`src/rtl/fetch_prefetch_unit.sv`:
```
`default_nettype none
// ============================================================================
// Module   : fetch_prefetch_unit
// Purpose  : In-order instruction fetch front end with a PC-tagged prefetch
//            queue, branch redirect/discard and HLT detection.
// Revision : 1.0
// ============================================================================
module fetch_prefetch_unit #(
    parameter int               ADDR_W   = 16,
    parameter int               INSTR_W  = 16,
    parameter int               DEPTH    = 4,
    parameter logic [ADDR_W-1:0] RESET_PC = '0,
    parameter int               PC_STEP  = 2,
    parameter logic [3:0]       HALT_OP  = 4'hF
) (
    input  logic               clk,
    input  logic               rst,
    output logic               mem_req_valid,
    input  logic               mem_req_ready,
    output logic [ADDR_W-1:0]  mem_req_addr,
    input  logic               mem_rsp_valid,
    input  logic [INSTR_W-1:0] mem_rsp_data,
    input  logic               redirect,
    input  logic [ADDR_W-1:0]  redirect_pc,
    output logic               out_valid,
    output logic [INSTR_W-1:0] out_instr,
    output logic [ADDR_W-1:0]  out_pc,
    input  logic               out_ready,
    output logic [ADDR_W-1:0]  pc,
    output logic               halted
);

    localparam int            c_CW    = $clog2(DEPTH + 1);
    localparam int            c_PW    = $clog2(DEPTH);
    localparam logic [c_CW:0] c_DEPTH = (c_CW + 1)'(DEPTH);

    typedef enum logic [1:0] {
        S_RUN    = 2'd0,
        S_STOP   = 2'd1,
        S_HALTED = 2'd2
    } state_t;

    state_t              state_q, state_d;
    logic [ADDR_W-1:0]   pc_q, pc_d;
    logic [c_CW-1:0]     inflight_q, inflight_d;
    logic [c_CW-1:0]     drop_q, drop_d;
    logic [c_CW-1:0]     count_q, count_d;
    logic [c_PW-1:0]     rd_ptr_q, rd_ptr_d;
    logic [c_PW-1:0]     wr_ptr_q, wr_ptr_d;
    logic [INSTR_W-1:0]  data_q [DEPTH];
    logic [ADDR_W-1:0]   tag_q  [DEPTH];

    logic [c_CW:0]       w_credit;
    logic                w_fire;
    logic                w_rsp_keep;
    logic                w_deq;
    logic                w_rsp_halt;
    logic                w_head_halt;
    logic [c_CW-1:0]     w_pending;
    logic [ADDR_W-1:0]   w_rsp_tag;

    // Credit check counts both queued and in-flight entries, so every
    // response is guaranteed a free slot.
    assign w_credit      = {1'b0, inflight_q} + {1'b0, count_q};
    assign mem_req_valid = !rst && (state_q == S_RUN) && (w_credit < c_DEPTH) && !redirect;
    assign mem_req_addr  = pc_q;
    assign pc            = pc_q;
    assign halted        = (state_q == S_HALTED);

    assign out_valid = (count_q != '0);
    assign out_instr = data_q[rd_ptr_q];
    assign out_pc    = tag_q[rd_ptr_q];

    assign w_fire      = mem_req_valid && mem_req_ready;
    assign w_rsp_keep  = mem_rsp_valid && (drop_q == '0) && (state_q != S_HALTED) && !redirect;
    assign w_deq       = out_valid && out_ready && !redirect;
    assign w_rsp_halt  = (mem_rsp_data[INSTR_W-1 -: 4] == HALT_OP);
    assign w_head_halt = (out_instr[INSTR_W-1 -: 4] == HALT_OP);

    // Surviving in-flight fetches were issued contiguously since the last
    // redirect, so the oldest one sits (inflight - drop) steps behind pc.
    assign w_pending = inflight_q - drop_q;
    assign w_rsp_tag = pc_q - ADDR_W'(w_pending) * ADDR_W'(PC_STEP);

    always_comb begin
        state_d    = state_q;
        pc_d       = pc_q;
        drop_d     = drop_q;
        rd_ptr_d   = rd_ptr_q;
        wr_ptr_d   = wr_ptr_q;
        inflight_d = inflight_q + c_CW'(w_fire) - c_CW'(mem_rsp_valid);
        count_d    = count_q + c_CW'(w_rsp_keep) - c_CW'(w_deq);

        if (w_fire) begin
            pc_d = pc_q + ADDR_W'(PC_STEP);
        end
        if (mem_rsp_valid && (drop_q != '0)) begin
            drop_d = drop_q - 1'b1;
        end
        if (w_rsp_keep) begin
            wr_ptr_d = wr_ptr_q + 1'b1;
        end
        if (w_deq) begin
            rd_ptr_d = rd_ptr_q + 1'b1;
        end

        case (state_q)
            S_RUN: begin
                if (w_rsp_keep && w_rsp_halt) begin
                    state_d = S_STOP;
                end
            end
            S_STOP: begin
                state_d = S_STOP;
            end
            default: begin
                state_d = S_HALTED;
            end
        endcase

        if (w_deq && w_head_halt && (state_q != S_HALTED)) begin
            state_d  = S_HALTED;
            count_d  = '0;
            rd_ptr_d = '0;
            wr_ptr_d = '0;
        end

        if (redirect && (state_q != S_HALTED)) begin
            state_d  = S_RUN;
            pc_d     = redirect_pc;
            drop_d   = inflight_d;
            count_d  = '0;
            rd_ptr_d = '0;
            wr_ptr_d = '0;
        end
    end

    always_ff @(posedge clk or posedge rst) begin
        if (rst) begin
            state_q    <= S_RUN;
            pc_q       <= RESET_PC;
            inflight_q <= '0;
            drop_q     <= '0;
            count_q    <= '0;
            rd_ptr_q   <= '0;
            wr_ptr_q   <= '0;
        end else begin
            state_q    <= state_d;
            pc_q       <= pc_d;
            inflight_q <= inflight_d;
            drop_q     <= drop_d;
            count_q    <= count_d;
            rd_ptr_q   <= rd_ptr_d;
            wr_ptr_q   <= wr_ptr_d;
        end
    end

    always_ff @(posedge clk) begin
        if (w_rsp_keep) begin
            data_q[wr_ptr_q] <= mem_rsp_data;
            tag_q[wr_ptr_q]  <= w_rsp_tag;
        end
    end

endmodule
`default_nettype wire

```
`config.mk`:
```
export PLATFORM = sky130hd
export DESIGN_NAME = fetch_prefetch_unit
export DESIGN_NICKNAME = d
export VERILOG_FILES = /design/src/rtl/fetch_prefetch_unit.sv
export SDC_FILE = /design/constraint.sdc
export NUM_CORES = 1
export LEC_CHECK = 0
export BUFFER_PORTS_ARGS = -buffer_cell sky130_fd_sc_hd__buf_2
export CORE_ASPECT_RATIO = 1.2
export CORE_UTILIZATION = 50
export CTS_CLUSTER_SIZE = 14
export DETAILED_ROUTE_END_ITERATION = 16
export GPL_TIMING_DRIVEN = 0
export PLACE_DENSITY = 0.72
export SLEW_MARGIN = 20
export SYNTH_ARGS = -nofsm -noshare
export SYNTH_HDL_FRONTEND = slang
export SYNTH_SLANG_ARGS = --single-unit
```
`constraint.sdc`:
```
create_clock -name clk -period 5.55 [get_ports clk]
set_input_delay 0 -clock clk [delete_from_list [all_inputs] [get_ports clk]]
set_output_delay 0 -clock clk [all_outputs]
set_load 0.01 [all_outputs]
```
## Word-level counts from Yosys, hierarchy flattened

Memories as Yosys holds them, arrays and structs flattened.
Index checks and enable logic that the tools add are counted.

- Register bits: 31
- Bits in writable memories: 128
- Output and inout port bits: 67
- Word-level logic and storage cells: 69
- Memories kept: 2

Memories:

| memory | words | width | rd ports | clocked after memory_dff | wr ports | line | source |
|---|---|---|---|---|---|---|---|
| data_q | 4 | 16 | 1 | 0 | 1 | 50 | `logic [INSTR_W-1:0] data_q [DEPTH];` |
| tag_q | 4 | 16 | 1 | 0 | 1 | 51 | `logic [ADDR_W-1:0] tag_q [DEPTH];` |

- Add/sub/neg operators: 11
- Magnitude comparators: 1
- Equal/unequal tests: 6
- Mux-type cells: 18
- Reduce and logical (&&, ||, !) cells: 24

Operators by type and width:

| kind | count |
|---|---|
| 2-to-1 mux 16 bit | 2 |
| 2-to-1 mux 2 bit | 9 |
| adder 16 x 2 -> 16 bit, second input constant | 1 |
| subtractor 16 x 4 -> 16 bit | 1 |
| logical AND 1 bit | 14 |
| 2-to-1 mux 3 bit | 4 |
| nonzero test 3 bit | 4 |
| == test 4 bit, second input constant | 2 |
| adder 3 x 1 -> 3 bit | 2 |
| subtractor 3 x 1 -> 3 bit | 2 |
| adder 2 x 1 -> 2 bit, second input constant | 2 |
| adder 3 x 3 -> 4 bit | 1 |
| less-than comparator 4 x 3 -> 1 bit, second input constant | 1 |
| != test 4 x 1 -> 1 bit, second input constant | 1 |
| case mux 2 bit (2 select lines) | 1 |
| nonzero test 2 bit | 2 |
| logical NOT 3 bit | 1 |
| subtractor 3 x 1 -> 3 bit, second input constant | 1 |
| subtractor 3 bit | 1 |
| == test 2 x 1 -> 1 bit, second input constant | 1 |
| == test 2 bit, second input constant | 1 |
| logical NOT 1 bit | 2 |
| logical NOT 2 bit | 1 |
| 2-to-1 mux 1 bit | 2 |
| != test 2 bit, second input constant | 1 |

## Logic depth before layout (Yosys ltp)

Gate-level depths: netlist (run 1).

- Depth in word-level cells: 9
- Gate-level depth with buffers: 13
- Depth with buffers taken out: 13

## Worst setup path before layout (run 1)

No wires, ideal clock.

- Kind: register to register
- Start point: register inflight_q[2]
- End point: register drop_q[2]
- Library setup time: 0.135 ns
- Arrival time: 2.982 ns
- Setup slack: 2.433 ns
- Cell stages (with the launch flop): 13
- Clock period less this slack: 3.117 ns
- Cell sequence: dfrtp_1 > ha_1 > a311o_1 > or4_4 > buf_6 > ha_1 > inv_1 > ha_1 > fa_1 > xor2_1 > xnor2_1 > nand2_1 > o21ai_0

- Word-level cells in the longest chain between the ends: 8

RTL lines:

| item | line | source |
|---|---|---|
| start, declared | 45 | `logic [c_CW-1:0] inflight_q, inflight_d;` |
| start signal, assigned | 150 | `inflight_q <= inflight_d;` |
| adder 3 x 3 -> 4 bit | 64 | `assign w_credit = {1'b0, inflight_q} + {1'b0, count_q};` |
| less-than comparator 4 x 3 -> 1 bit | 65 | `assign mem_req_valid = !rst && (state_q == S_RUN) && (w_credit < c_DEPTH) && !redirect;` |
| logical AND 1 bit (2 in series) | 65 |  |
| logical AND 1 bit | 74 | `assign w_fire = mem_req_valid && mem_req_ready;` |
| adder 3 x 1 -> 3 bit (*) | 91 | `inflight_d = inflight_q + c_CW'(w_fire) - c_CW'(mem_rsp_valid);` |
| subtractor 3 x 1 -> 3 bit (*) | 91 |  |
| net inflight_d[2] | 45 |  |
| 2-to-1 mux 3 bit (*) | 128 | `if (redirect && (state_q != S_HALTED)) begin` |
| end signal, assigned | 151 | `drop_q <= drop_d;` |
| end, declared | 46 | `logic [c_CW-1:0] drop_q, drop_d;` |

The timed path passes the listed nets; every way through them passes the cells marked *.
A chain may end at the register's enable or synchronous reset.

## Final worst setup path (run 1)

Same ends and word-level chain as after synthesis.

==> impl_results.md, run 1 <==
- Max Clk Rate: 0.300 GHz
- Die extent in x: 110 µm
- Combinational share of power: 27.7%
- Number of port buffers: 104
- Initial antenna violation count: 0
- Worst setup EP type: register
- Final WS setup: 2.22 ns
- Num CTS Buffers: 17
- Sw Ratio: 29.1%
- Worst Hold Class: input pin to register
- Req. time, crit path: 5.84 ns
- Worst Skew: 0.0111 ns
- Setup_tns: 0 ns
- Worst EP arrival: 3.62 ns
- Switch Pwr: 1.09 mW
- Residual DRC count: 0
- #FFs+latches synth: 159
- I/O pin count: 105
- P per Cell Area: 426 mW/mm²
- Die Ht: 132 µm
- Cts hold-fix bufs: 35
- DR vias: 4241
- WHS Path Cells: 4
- Number of DRC markers in iteration 0: 242
- Routability Congestion: 0.886
- Core area: 0.0138 mm²
- Layout cell share with drive strength beyond 1: 33.0%
- WL final: 13800 µm
- Hold WS: 0.0204 ns
- Mapped Cells: 441
- Final min period: 3.33 ns
- Cells on worst reg2reg path: 12
- DR WL/cell: 17.5 µm
- Syn Std Cell Area: 0.00703 mm²
- H-Tree Depth: 4
- # nets final: 662
- Antenna viol nets, final: 0
- N_diodes: 0
- Clock Power Share: 31.1%
- Int Power: 2.66 mW
- Crit Path Category: register to register
- Vias/cell: 5.39
- Slew HR: 34.8%
- Final period utilization: 60.0%
- Synth warn: 0
- Register area share after synthesis: 65.7%
- Pleak: 3.30 nW
- Mean Syn Cell Area: 15.9 µm²
- Clock slew at reported path FFs: 0.06 ns
- Syn nets: 500
- Clock latency at the later pin of the worst-skew pair: 0.42 ns
- Final setup viols: 0
- Worst Max-Slew Pin Slew: 0.971 ns
- Clock Tree Root: clkbuf_16
- Worst setup SP type: register
- Die area: 0.0145 mm²
- Largest stage delay, worst path: 0.57 ns
- Top post-synthesis cells by area: edfxtp_1 (55%), dfrtp_1 (11%), mux4_2 (10%)
- Number of setup buffers added after CTS: 0
- DP Cell Count: 720
- CTS tree: built
- Worst R2R Setup Slack: 2.22 ns
- Slowest stage cell, crit path: or4_4
- Sequential share of power: 41.2%
- RSZ-0062 raised after global routing: no
- Share of the synthesized area in the top cell type: 54.7%
- Starting Density: 51.1%
- All-Layer GR Usage: 20.6%
- Outcome: finished clean
- Layout area overhead: 25.3%
- Post-DP HPWL: 9150 µm
- Max Cap Violations: 0
- Final Hold Viols: 0
- Leading area contributor after synthesis: edfxtp_1
- Dpl ws: 2.21 ns
- Global-route wire length before repair: 22200 µm
- CP Cell Sequence: ha_1 -> a311o_1 -> or4_4 -> buf_6 -> ha_1 -> inv_1 -> ha_1 -> fa_1 -> xor2_1 -> xnor2_1 -> nand2_1 -> o21ai_0
- Detailed Routing Iterations Pass 1: 4
- Largest net degree at the start of global routing: 32
- CP Max Fanout: 10
- Post-cts gate resize count: 0
- Final Max Tran Viols: 0
- Row cnt: 47
- Synth cell types: 50
- Critical Path Most Common Cell: ha_1
- Sink Count: 159
- VDD IR max: 0.263 mV
- Vias in the first global route: 4465
- Post-route insts no fill: 787
- Gr ovfl total: 0
- Clk buf depth: 2
-- flip-flops by register name, summed over array words and instances, names as in the netlist --
register and count:
data_q 64, tag_q 64, rd_ptr_q 2, wr_ptr_q 2, state_q 2, mem_req_addr 16, count_q 3, inflight_q 3
drop_q 3
-- final cells by class --
type,count,area (µm²)
clock inverters,13,163
well taps,171,214
flip-flops and latches,159,4620
multi-input cells,219,2090
fillers,1019,4950
clock buffers,19,433
repair buffers,143,966
inverters,23,86.3
plain buffers,40,239
-- worst paths after layout --
kind                                    to     startpoint
setup / recovery                 drop_q[2]  inflight_q[2]
hold / removal                   drop_q[0]  mem_rsp_valid
setup reg to reg                 drop_q[2]  inflight_q[2]
hold reg to reg              inflight_q[2]  inflight_q[2]
max in group asynchronous       count_q[2]            rst
min in group asynchronous  mem_req_addr[4]            rst
-- routing by layer --
metal  vias up  share of wire [%]  wire, µm  track usage, %
li1       2005                  -         -               -
met1      2097                 43      5890            26.3
met2       117                 52      7120            34.4
met3        22                4.2       578            4.25
met4         0                1.5       204            7.97
met5         -                  0         0               0
-- cell usage in the layout, fill, tap and decap left out, types with 11 or more instances in the layout --
master and n:
buf_4 17, edfxtp_1 128, buf_2 109, nor2_1 12, clkbuf_16 17, xnor2_1 19
nand3_1 11, mux4_2 32, dfrtp_1 31, ha_1 17, clkbuf_1 16, inv_1 22
dlygate4sd3_1 35, nand2_1 19
-- power groups by stage --
stage          registers (mW)  clock network (mW)  logic [mW]
6_report                 1.55                1.16        1.04
5_1_grt                  1.55                1.23        1.17
4_1_cts                  1.55                1.19        1.05
3_5_place_dp             1.57                   0        1.02
3_3_place_gp             1.57                   0       0.986
2_1_floorplan            1.56                   0       0.726
-- worst max-delay path: cells and delay by family (launching register included) --
kind	cells	cell delay, ns
adders and majority gates	4	1.14
AOI/OAI and AO/OA	2	0.47
buffers and inverters	2	0.21
and+or+nand+nor	2	0.63
xor gates and xnor gates	2	0.31
DFF	1	0.42
-- cell usage after synthesis, drive strengths merged --
library cell	instances
xor2	6
nor4	7
ha	17
nor2b	1
nand4b	3
a21o	1
o31ai	5
o22a	1
a31oi	6
nand4	4
o21ai	10
clkbuf	14
or3	9
or4b	1
nand3	11
buf	26
fa	4
and3	3
o311ai	1
and2	6
dfrtp	31
nand4bb	1
or4	6
xnor2	19
inv	23
a311o	1
edfxtp	128
a211oi	1
mux2i	3
o211ai	1
or4bb	1
a311oi	1
mux4	32
o32ai	1
or2	1
nor3	10
nand2	19
nor4b	1
a21oi	3
o21a	2
nand2b	3
nor3b	1
nand3b	2
and4	2
nor2	12
-- cells by family (layout without fill, tap and decap cells) --
kind of cell	Yosys count	count (layout)	synth area share [%]
AND/OR/NAND/NOR	104	104	8.49
adder cells (fa/ha/maj)	21	21	4.17
multiplexers	35	35	10.7
AO/OA/AOI/OAI	34	34	3.17
XOR/XNOR	25	25	3.12
buffers and inverters	63	238	4.63
flip-flops	159	159	65.7
-- stage by stage --
step / cell area, µm² / power (mW) / util [%]
2_1_floorplan: 7030 / 2.28 / -
3_3_place_gp: 7760 / 2.55 / 56.4
3_5_place_dp: 7860 / 2.59 / 57.1
4_1_cts: 8810 / 3.79 / 64.0
5_1_grt: 8810 / 3.95 / 64.0
6_report: 8810 / 3.75 / 64.0
(Power assumes the default switching activity.)
==> run 2: changes to the inputs <==
==> constraint.sdc (replaced) <==
create_clock -name clk -period 3.5 [get_ports clk]
set_input_delay 0 -clock clk [delete_from_list [all_inputs] [get_ports clk]]
set_output_delay 0 -clock clk [all_outputs]
set_load 0.01 [all_outputs]
==> impl_results.md, run 2 (synthesized netlist as in run 1, its figures left out) <==
- Clock latency at the later pin of the worst-skew pair: 0.42 ns
- N_diodes: 0
- Final Max Tran Viols: 0
- Fin area: 0.00881 mm²
- CP delay by family, top: adder cells
- Worst EP arrival: 3.57 ns
- Max Clk Rate: 0.305 GHz
- Worst setup SP type: register
- Worst Skew: 0.00904 ns
- Sink Count: 159
- All-Layer GR Usage: 20.6%
- Final Power: 5.97 mW
- Worst setup EP type: register
- Layout cell share with drive strength beyond 1: 33.1%
- Row cnt: 47
- WHS Path Cells: 4
- Vias/cell: 5.41
- Area of the multi-input gates: 0.00209 mm²
- WL final: 13800 µm
- Register area: 0.00462 mm²
- Number of port buffers: 104
- Buf+Inv Stages, Crit Path: 2
- Detailed Routing Iterations Pass 1: 4
- Pleak: 3.30 nW
- Worst path depth: 12
- I/O pin count: 105
- H-Tree Depth: 4
- Slew HR: 34.8%
- CP Cell Sequence: ha_1 -> a311o_1 -> or4_4 -> buf_6 -> ha_1 -> inv_1 -> ha_1 -> fa_1 -> xor2_1 -> xnor2_1 -> nand2_1 -> o21ai_0
- Max Cap Violations: 0
- Die extent in x: 110 µm
- Antenna viol nets, final: 0
- FILL cells: 1017
- Routability Congestion: 0.886
- Critical Path Most Common Cell: ha_1
- DR vias: 4256
- Layout area overhead: 25.4%
- CTS tree: built
- VDD IR max: 0.419 mV
- Worst Hold Class: input pin to register
- Crit Path Category: register to register
- Gr ovfl total: 0
- DR WL/cell: 17.6 µm
- Setup_tns: 0 ns
- P per Cell Area: 677 mW/mm²
- Final period utilization: 93.8%
- Clock Tree Root: clkbuf_16
- Final min period: 3.28 ns
- Initial antenna violation count: 0
- Clock slew at reported path FFs: 0.06 ns
- RSZ-0062 raised after global routing: no
- Clk buf depth: 2
- Placed cell area: 0.00786 mm²
- CP Max Fanout: 10
- Starting Density: 51.1%
- Post-DP HPWL: 9150 µm
- Worst Max-Slew Pin Slew: 0.970 ns
- Die area: 0.0145 mm²
- Cells on worst reg2reg path: 12
- Core area: 0.0138 mm²
- Final setup viols: 0
- Residual DRC count: 0
- Worst R2R Setup Slack: 0.22 ns
- Num CTS Buffers: 17
- Largest net degree at the start of global routing: 32
- Outcome: finished clean
- Hold WS: 0.0219 ns
- Largest stage delay, worst path: 0.57 ns
- Final Hold Viols: 0
- Req. time, crit path: 3.79 ns
- Global-route wire length before repair: 22200 µm
- Vias in the first global route: 4465
- # nets final: 662
- Commonest non-fill, non-tap cells in the layout: edfxtp_1 (128), buf_2 (109), dlygate4sd3_1 (35)
- Die Ht: 132 µm
- Number of DRC markers in iteration 0: 285
- Commonest non-fill, non-tap cell in the layout: edfxtp_1
- Slowest stage cell, crit path: or4_4
-- run 2: timing repair --
| action | CTS | global route |
|---|---|---|
| gates resized for setup | 0 | 1 |
| endpoints found under the hold margin | 113 | 0 |
| endpoints found under the setup margin | 0 | 5 |
| hold buffers | 35 | 0 |
| setup buffers | 0 | 0 |
-- run 2: cell type report --
class / instances / area share, %
timing repair buffer: 143 / 11.0
clock buffer: 19 / 4.91
tap: 171 / 2.43
multi-input combinational: 219 / 23.7
sequential: 159 / 52.4
inverter: 23 / 0.980
clock inverter: 13 / 1.85
buffer: 40 / 2.71
-- run 2: power breakdown --
group          internal [mW]  switching [mW]
Clock                   1.12           0.724
Sequential              2.35          0.0976
Combinational          0.748           0.922
-- run 2: worst paths after layout --
kind	start	endpoint
max in group asynchronous	rst	count_q[2]
setup reg to reg	inflight_q[1]	drop_q[2]
setup / recovery	inflight_q[1]	drop_q[2]
hold / removal	mem_rsp_valid	drop_q[0]
hold reg to reg	inflight_q[2]	inflight_q[2]
min in group asynchronous	rst	mem_req_addr[4]
-- run 2: through the flow --
step	util [%]	cells	setup slack (ns)
global placement	56.4	716	0.215
CTS	64.0	787	0.157
global route	64.0	787	0.0281
finish	64.0	787	0.218
detailed placement	57.1	720	0.163
floorplan	-	441	0.383
-- run 2: worst min-delay path, cell delays in order --
cell and delay (ns):
buf_2 0.14, nand2_1 0.08, xnor2_1 0.10, o21ai_0 0.07
-- run 2: layer usage --
layer	up-vias	global-route usage [%]	wire length [µm]
met4	0	7.97	247
met1	2100	26.3	5920
li1	2005	-	-
met2	127	34.4	7070
met3	24	4.25	604
met5	-	0	0
==> run 3: changes to the inputs <==
--- a/config.mk
+++ b/config.mk
@@ -7,11 +7,11 @@
 export LEC_CHECK = 0
 export BUFFER_PORTS_ARGS = -buffer_cell sky130_fd_sc_hd__buf_2
 export CORE_ASPECT_RATIO = 1.2
-export CORE_UTILIZATION = 50
+export CORE_UTILIZATION = 45
 export CTS_CLUSTER_SIZE = 14
 export DETAILED_ROUTE_END_ITERATION = 16
 export GPL_TIMING_DRIVEN = 0
-export PLACE_DENSITY = 0.72
+export PLACE_DENSITY = 0.66
 export SLEW_MARGIN = 20
 export SYNTH_ARGS = -nofsm -noshare
 export SYNTH_HDL_FRONTEND = slang
==> constraint.sdc (replaced) <==
create_clock -name clk -period 4.2 [get_ports clk]
set_input_delay 0 -clock clk [delete_from_list [all_inputs] [get_ports clk]]
set_output_delay 0 -clock clk [all_outputs]
set_load 0.01 [all_outputs]
==> impl_results.md, run 3 (synthesized netlist as in run 1, its figures left out) <==
- Gr ovfl total: 0
- Clock latency at the later pin of the worst-skew pair: 0.42 ns
- Commonest non-fill, non-tap cells in the layout: edfxtp_1 (128), buf_2 (109), dlygate4sd3_1 (35)
- Global-route wire length before repair: 22400 µm
- Die Ht: 139 µm
- Switch Pwr: 1.42 mW
- DR vias: 4286
- Layout area overhead: 25.7%
- Die extent in x: 116 µm
- Outcome: finished clean
- Final period utilization: 79.3%
- Routability Congestion: 0.854
- Combinational share of power: 27.9%
- Initial antenna violation count: 0
- Slew HR: 34.6%
- Sink Count: 159
- RSZ-0062 raised after global routing: no
- Post-route insts no fill: 818
- Clock slew at reported path FFs: 0.06 ns
- Antenna viol nets, final: 0
- DR WL/cell: 17.0 µm
- Residual DRC count: 0
- Worst setup EP type: register
- Final WS setup: 0.868 ns
- Number of setup buffers added after CTS: 0
- Worst R2R Setup Slack: 0.87 ns
- Worst Skew: 0.00762 ns
- Area of the multi-input gates: 0.00209 mm²
- Crit Path Category: register to register
- Register area: 0.00462 mm²
- All-Layer GR Usage: 18.8%
- Commonest non-fill, non-tap cell in the layout: edfxtp_1
- Final min period: 3.33 ns
- Max Cap Violations: 0
- Worst Max-Slew Pin Slew: 0.973 ns
- I/O pin count: 105
- Detailed Routing Iterations Pass 1: 6
- # nets final: 662
- Largest net degree at the start of global routing: 32
- Die area: 0.0161 mm²
- WL final: 13900 µm
- Setup_tns: 0 ns
- CTS tree: built
- Final Power: 4.92 mW
- Sequential share of power: 41.6%
- Dpl ws: 0.874 ns
- Num CTS Buffers: 17
- Max Clk Rate: 0.300 GHz
- Worst setup SP type: register
- Vias in the first global route: 4445
- Clk buf depth: 2
- N_diodes: 0
- Number of DRC markers in iteration 0: 286
- H-Tree Depth: 4
- Worst EP arrival: 3.67 ns
- Final Max Tran Viols: 0
- Row cnt: 49
- Sw Ratio: 28.9%
- Worst Hold Class: input pin to register
- VDD IR max: 0.351 mV
- FILL cells: 1202
- Clock Tree Root: clkbuf_16
- CP Max Fanout: 10
- Starting Density: 46.4%
- Post-DP HPWL: 9520 µm
- Pleak: 3.29 nW
- Clock Power Share: 30.5%
- Int Power: 3.50 mW
- DP Cell Count: 753
- Number of port buffers: 104
- Req. time, crit path: 4.54 ns
- Final Hold Viols: 0
- P per Cell Area: 557 mW/mm²
- Core area: 0.0151 mm²
- Final setup viols: 0
- Layout cell share with drive strength beyond 1: 32.9%
- Vias/cell: 5.24
## run 3: routing by layer
| metal | wire length [µm] | vias to the layer above | GRT usage, % |
|---|---|---|---|
| li1 | - | 2003 | - |
| met1 | 5880 | 2108 | 23.3 |
| met2 | 7030 | 147 | 30.8 |
| met3 | 717 | 28 | 4.33 |
| met4 | 313 | 0 | 8.84 |
| met5 | 0 | - | 0 |
## run 3: final cells by class
type	count	share of cell area [%]
plain buffers	40	2.70
clock buffers	18	4.86
clock inverters	12	1.66
inverters	23	0.977
multi-input cells	219	23.6
flip-flops and latches	159	52.3
well taps	204	2.89
repair buffers	143	11.0
## run 3: worst max-delay path, stage by stage, from the launching register on
cell     delay [ns]
dfrtp_1        0.42
ha_1           0.31
a311o_1        0.40
or4_4          0.58
buf_6          0.17
ha_1           0.27
inv_1          0.04
ha_1           0.18
fa_1           0.37
xor2_1         0.16
xnor2_1        0.19
nand2_1        0.07
o21ai_0        0.09
## run 3: power by group through the flow
| stage | registers [mW] | logic, mW | clock network (mW) |
|---|---|---|---|
| after floorplan | 2.06 | 0.959 | 0 |
| after global placement | 2.07 | 1.32 | 0 |
| after detailed placement | 2.08 | 1.36 | 0 |
| after CTS | 2.05 | 1.39 | 1.53 |
| after global routing | 2.06 | 1.54 | 1.59 |
| final | 2.05 | 1.37 | 1.50 |
## run 3: final timing paths
check,from,cells past startpoint,end
max in group asynchronous,rst,3,wr_ptr_q[0]
max,inflight_q[2],12,drop_q[2]
min,mem_rsp_valid,3,drop_q[1]
min in group asynchronous,rst,3,mem_req_addr[1]
max reg2reg,inflight_q[2],12,drop_q[2]
min reg2reg,state_q[1],1,state_q[1]
## run 3: stage by stage
step / hold WS (ns) / area [µm²] / util (%)
2_1_floorplan: 0.0989 / 7030 / -
3_3_place_gp: 0.196 / 7800 / 51.5
3_5_place_dp: 0.152 / 7910 / 52.2
4_1_cts: 0.00769 / 8840 / 58.3
5_1_grt: 0.0358 / 8840 / 58.3
6_report: 0.0173 / 8840 / 58.3
## run 3: repair_timing
item                                   in CTS  in global routing
hold buffers                               35                  0
gates resized for setup                     0                  0
endpoints found under the hold margin     113                  0
